<file path="src/rtl/instr_fetch_unit.sv">
// Fetch stage: PC register, async-read instruction memory, field split, branch next-PC select.
// Latency: instruction and fields valid in the same cycle as pc; next-PC decided at the following rising edge.
// Backpressure: stall holds pc and instr_count; HALT holds everything until reset; memory writes always land.
module instr_fetch_unit #(
    parameter int          IMEM_DEPTH = 64,
    parameter logic [31:0] RESET_PC   = 32'h0000_0000
) (
    input  logic                          clk,
    input  logic                          reset,
    input  logic                          Branch,
    input  logic                          Zero,
    input  logic                          stall,
    input  logic                          prog_we,
    input  logic [$clog2(IMEM_DEPTH)-1:0] prog_addr,
    input  logic [31:0]                   prog_data,
    output logic [31:0]                   pc,
    output logic [31:0]                   pc_plus4,
    output logic [31:0]                   instr,
    output logic [5:0]                    opcode,
    output logic [4:0]                    rs,
    output logic [4:0]                    rt,
    output logic [4:0]                    rd,
    output logic [4:0]                    shamt,
    output logic [5:0]                    funct,
    output logic [15:0]                   imm,
    output logic                          halted,
    output logic [31:0]                   instr_count
);

    localparam int AW = $clog2(IMEM_DEPTH);

    typedef enum logic {RUN, HALT} state_t;

    state_t      state, state_nxt;
    logic [31:0] pc_nxt;
    logic [31:0] count_nxt;
    logic [31:0] mem [IMEM_DEPTH];
    logic        in_range;
    logic [31:0] branch_target;
    logic [31:0] next_pc;

    // Program loader: synchronous write, deliberately not touched by reset
    always_ff @(posedge clk) begin
        if (prog_we) begin
            mem[prog_addr] <= prog_data;
        end
    end

    // Asynchronous fetch; out-of-range or halted fetch yields an sll nop
    always_comb begin
        in_range = (pc[31:AW+2] == '0);
        instr    = 32'h0000_0000;
        if (in_range && (state == RUN)) begin
            instr = mem[pc[AW+1:2]];
        end
    end

    assign opcode   = instr[31:26];
    assign rs       = instr[25:21];
    assign rt       = instr[20:16];
    assign rd       = instr[15:11];
    assign shamt    = instr[10:6];
    assign funct    = instr[5:0];
    assign imm      = instr[15:0];
    assign pc_plus4 = pc + 32'd4;
    assign halted   = (state == HALT);

    assign branch_target = pc_plus4 + {{14{imm[15]}}, imm, 2'b00};
    assign next_pc       = (Branch && Zero) ? branch_target : pc_plus4;

    // State, PC and retired-instruction counter registers
    always_ff @(posedge clk or posedge reset) begin
        if (reset) begin
            state       <= RUN;
            pc          <= RESET_PC;
            instr_count <= 32'd0;
        end else begin
            state       <= state_nxt;
            pc          <= pc_nxt;
            instr_count <= count_nxt;
        end
    end

    // Next-state: an out-of-range pc halts even under stall; otherwise advance unless stalled
    always_comb begin
        state_nxt = state;
        pc_nxt    = pc;
        count_nxt = instr_count;
        case (state)
            RUN: begin
                if (!in_range) begin
                    state_nxt = HALT;
                end else if (!stall) begin
                    pc_nxt    = next_pc;
                    count_nxt = instr_count + 32'd1;
                end
            end
            HALT: begin
                state_nxt = HALT;
            end
            default: begin
                state_nxt = RUN;
            end
        endcase
    end

endmodule

</file>
<file path="config.mk">
export PLATFORM = sky130hd
export DESIGN_NAME = instr_fetch_unit
export DESIGN_NICKNAME = d
export VERILOG_FILES = /design/src/rtl/instr_fetch_unit.sv
export SDC_FILE = /design/constraint.sdc
export NUM_CORES = 2
export LEC_CHECK = 0
export ABC_AREA = 1
export CORE_MARGIN = 2
export CORE_UTILIZATION = 47
export DETAILED_ROUTE_END_ITERATION = 7
export SLEW_MARGIN = 20
export SYNTH_ARGS = -nofsm -noshare
export SYNTH_HDL_FRONTEND = slang
export SYNTH_SLANG_ARGS = --single-unit
</file>
<file path="constraint.sdc">
create_clock -name clk -period 4.7 [get_ports clk]
set_clock_uncertainty 0.15 [all_clocks]
set_input_delay 1.41 -clock clk [delete_from_list [all_inputs] [get_ports clk]]
set_output_delay 1.41 -clock clk [all_outputs]
set_load 0.03 [all_outputs]
</file>
# After elaboration in Yosys (flattened, before gate mapping)
# Memory sizes are Yosys's and may differ from the RTL's.
# Cells that the tools add are included.
dict set report op_classes {
  reduce_logical 4
  bitwise_logic 2
  add_sub_neg 3
  muxes 6
}
# cell n
set ops {}
lappend ops {{32-bit 2-to-1 mux} 2}
lappend ops {{32-bit by 1-bit adder with 32-bit output (second input constant)} 1}
lappend ops {{32-bit by 3-bit adder with 32-bit output (second input constant)} 1}
lappend ops {{32-bit adder} 1}
lappend ops {{24-bit logical NOT} 1}
lappend ops {{1-bit 2-to-1 mux} 3}
lappend ops {{3-bit AND reduction} 1}
lappend ops {{1-bit logical AND} 2}
lappend ops {{1-bit NOT} 2}
lappend ops {{1-bit case mux with 2 select lines} 1}
dict set report word_totals {
  wordCells 19
  memories 1
  register_bits 65
  ram_bits 2048
}
# name words width read_ports rd_ports_with_merged_regs wr line
set memory_table {}
lappend memory_table {mem 64 32 1 0 1 37} ;# logic [31:0] mem [IMEM_DEPTH];

# Longest topological paths before layout
dict set report logic_depth {
  depth_word 5
  mapped_depth 27
  depth_no_buf 25
}

# Worst setup path before layout
# OpenSTA, ideal clock, no wires.
dict set report synth_path {
  path_kind {in2reg}
  from {input prog_we}
  to {memory mem[48][0], enable pin}
  cell_stages 3
  slack_ps -990
  t_arrival_ps 5038
  setup_ps 502
  n_path_buf 1
  path_cell_list {clkbuf_1 -> nand4_1 -> nor4_1}
}
dict set report synth_via {
  elab_chain_cells 2
}
# item line
set synth_lines {}
lappend synth_lines {{start, declared} 13} ;# input logic prog_we,
lappend synth_lines {{1-bit 2-to-1 mux} 44} ;# if (prog_we) begin
lappend synth_lines {{1-bit 2-to-1 mux (implied by the code)} 45} ;# mem[prog_addr] <= prog_data;
lappend synth_lines {{end, declared} 37}
# Every way passes these cells.

# Final worst setup path
dict set report layout_path {
  from {register pc[2]}
  to {output rt[0]}
}
dict set report layout_via {
  elab_chain_cells 2
}
# item line
set layout_lines {}
lappend layout_lines {{start, declared} 16} ;# output logic [31:0] pc,
lappend layout_lines {{start signal, assigned} 79} ;# pc <= pc_nxt;
lappend layout_lines {{memory read 64 x 32 bit} n/a}
lappend layout_lines {{32-bit 2-to-1 mux} 53} ;# if (in_range && (state == RUN)) begin
lappend layout_lines {{end, declared} 21} ;# output logic [4:0] rt,
# Every way passes these cells.

==> impl_metrics.tcl <==
set metrics [dict create \
    min_path_type "flop to flop" \
    drive_gt1_share_pct 19.4 \
    finalWirelength_mm 285 \
    synth_area_um2 84700 \
    clk-insertion-delay-late_ns 0.87 \
    cts_root_buf "clkbuf_16" \
    crit_slowest_cell "dfrtp_4" \
    syn_avg_cell_area_um2 13.6 \
    ys_ff_latch 2111 \
    die_area_um2 184000 \
    worst_pin_slew_ns 1.17 \
    multi_input_area_um2 21000 \
    setup_viol 117 \
    cts_tree "yes" \
    yosysWarnings 0 \
    first_global_vias 56000 \
    yosysSeqAreaShare_pct 74.5 \
    dp.cells 8721 \
    power_mw 37.5 \
    cts_num_sinks 2111 \
    preCtsSetupSlack_ns -0.0509 \
    nets 6821 \
    crit_type "flop to primary output" \
    p_leak_nw 35.4 \
    synthArstFlopShare_pct 2.98 \
    rr_startpoint "pc[2]" \
    grt_pass1_wl_mm 400 \
    hold_violations 0 \
    max-clock-path-buffers 3 \
    pin_count 221 \
    synth_edf_count 2048 \
    io_buffers 216 \
    grt_max_degree 81 \
    path_buf_inv 7 \
    ctsHtreeMaxLevel 4 \
    via_per_inst 6.30 \
    end_kind "primary output" \
    core.rowCount 155 \
    fmax_mhz 197 \
    area.growth.synth_to_final_pct 23.1 \
    track_usage_pct 29.9 \
    synthFlopType "edfxtp_1" \
    final-seq-area_um2 63100 \
    clkTransAtPathRegs_ns 0.06 \
    final_util_pct 58.3 \
    initial_core_util_pct 47.4 \
    worstPathRequired_ns 3.14 \
    worstPathArrival_ns 3.51 \
    fp.coreArea_um2 179000 \
    fin_cells 9280 \
    ant_nets 0 \
    final.fill_count 13800 \
    rrSetupSlack_ns -0.24 \
    hold_slack_ns 0.366 \
    failed_checks "setup timing" \
    grt-ovfl-total 0 \
    synth.distinct_cells 49 \
    place.gp.congestion 0.954 \
    post-route-period-util_pct 108 \
    holdPathEnd "instr_count[18]" \
    synthCells 6248 \
    drt_iter0_markers 7912 \
    cpPeakStageDelay_ns 0.51 \
    dpl.hpwl_mm 146 \
    cp_max_fo 19 \
    worst_slack_ns -0.366 \
    crit_family "buffers and inverters" \
    p_per_area_nw_per_um2 360 \
    timing.rr.end "pc[27]" \
    post-route-min-period_ns 5.07 \
    ff2ff_path_depth 28 \
    die_y_um 428 \
    start_kind "flop" \
    grt_antenna_before_repair 10 \
    maxCapViolations 0 \
    num_vias 58500 \
    fp.dieW_um 428 \
    hold_depth 1 \
    drv_slew 0 \
    rsz0062_at_grt "yes" \
    crit_chain "buf_12, inv_16, nand2_8, buf_16, clkbuf_16, o221ai_2, o221ai_2, a221oi_2, buf_4, nor2_1, buf_4, buf_12" \
    peakVddDrop_v 0.000320 \
    max_slew_margin_pct 22.1 \
    numCtsBuffers 209 \
    min_from "instr_count[18]" \
    drcViolationCount 0 \
    dr.pass1.iters 6 \
    outcome "complete, but fails checks" \
    post_drt_wl_per_cell_um 30.7 \
]
==> metrics by stage <==
step	cell area [um2]	setup TNS, ns
2_1_floorplan	84700	-253.44
5_1_grt	104000	-36.91
6_report	104000	-25.72
3_5_place_dp	92400	-0.0821
3_3_place_gp	92400	-0.0253
4_1_cts	103000	-25.62
==> state kept, by name, summed over array words and instances (netlist names) <==
name         cells
instr_count     32
mem           2048
halted           1
pc              30
==> timing repair <==
action	4_1_cts	5_1_grt
hold endpoints to repair	0	0
gates resized for setup	354	228
pin swaps	67	96
gates cloned	51	16
setup endpoints to repair	109	124
hold buffers	0	0
buffers inserted	70	39
==> cells in the mapped netlist (2+ instances only) <==
library cell,count,area [um2]
o221ai_1,530,4640
or2_2,19,119
o21a_1,3,22.5
a21oi_1,593,2970
nand2_1,998,3750
o21ai_0,285,1430
xor2_1,47,412
a221oi_1,30,263
buf_2,112,561
nor2_1,414,1550
nand2_2,2,12.5
clkbuf_1,269,1010
nor2_4,4,45.0
a21o_1,38,285
o21bai_1,3,22.5
nand3_2,2,20.0
ha_1,31,388
nor4_1,22,138
nor3_1,35,175
nor3_2,2,20.0
buf_1,41,154
buf_4,53,398
edfxtp_1,2048,61500
o22ai_1,121,757
dfrtp_1,63,1580
inv_2,4,15.0
o211ai_1,8,60.1
xnor2_1,13,114
inv_1,171,642
nand3b_1,35,263
a31oi_1,3,18.8
a22oi_1,2,15.0
nand4_1,23,144
nand3_1,209,1050
==> worst max-delay path by stage <==
stage,cells past startpoint,start,endpoint,slack (ns)
after floorplan,3,prog_we,mem[48][0],-0.99
after global placement,22,pc[3],pc[26],-0.01
after detailed placement,21,pc[3],pc[27],-0.05
after CTS,13,pc[2],instr[23],-0.32
after global routing,17,pc[2],pc_plus4[29],-0.44
final,12,pc[2],rt[0],-0.37
==> layout by cell type (no fill, tap or decap), types with 46 or more instances in the layout <==
master,instances
a21oi_1,540
a21oi_2,52
buf_12,140
buf_16,64
buf_4,353
buf_6,55
clkbuf_1,55
clkbuf_16,227
clkdlybuf4s50_1,79
clkinv_1,53
dfrtp_1,57
edfxtp_1,2048
inv_1,164
nand2_1,978
nand3_1,161
nor2_1,326
nor2_4,76
o21ai_0,246
o221ai_1,461
o221ai_2,68
o22ai_1,119
xor2_1,46
==> metal layers <==
layer	part of all wire [%]	GRT usage (%)	wire length (um)	vias up
met3	9.1	4.57	25800	600
met1	39	41.1	112000	29700
li1	-	-	-	24900
met2	47	48.2	135000	3270
met4	4.2	11.8	11800	8
met5	0.017	0	49	-
==> where the power goes <==
group,switching [mW],internal (mW)
combinational,0.452,0.0761
clock,7.25,8.94
sequential,0.0286,20.8
==> layout make-up <==
| type | instances | area share [%] |
|---|---|---|
| antenna | 6 | 0.0144 |
| clock buffer | 270 | 5.32 |
| clock inverter | 115 | 0.995 |
| inverter | 176 | 0.692 |
| multi-input combinational | 3489 | 20.2 |
| sequential | 2111 | 60.5 |
| tap | 2355 | 2.83 |
| timing repair buffer | 754 | 9.39 |
| timing repair inverter | 4 | 0.0444 |
==> logic make-up (layout without fill, tap and decap cells) <==
group	after synthesis	count (layout)	share of synthesized area, %
flip-flops	2111	2111	74.5
AND/OR/NAND/NOR	1772	1774	8.69
AO/OA/AOI/OAI	1619	1619	12.4
buffers and inverters	653	1319	3.32
XOR/XNOR	60	60	0.621
adder cells (fa/ha/maj)	32	32	0.482
other	1	10	0.00443
Note: power is estimated with default switching activity, not from simulation.
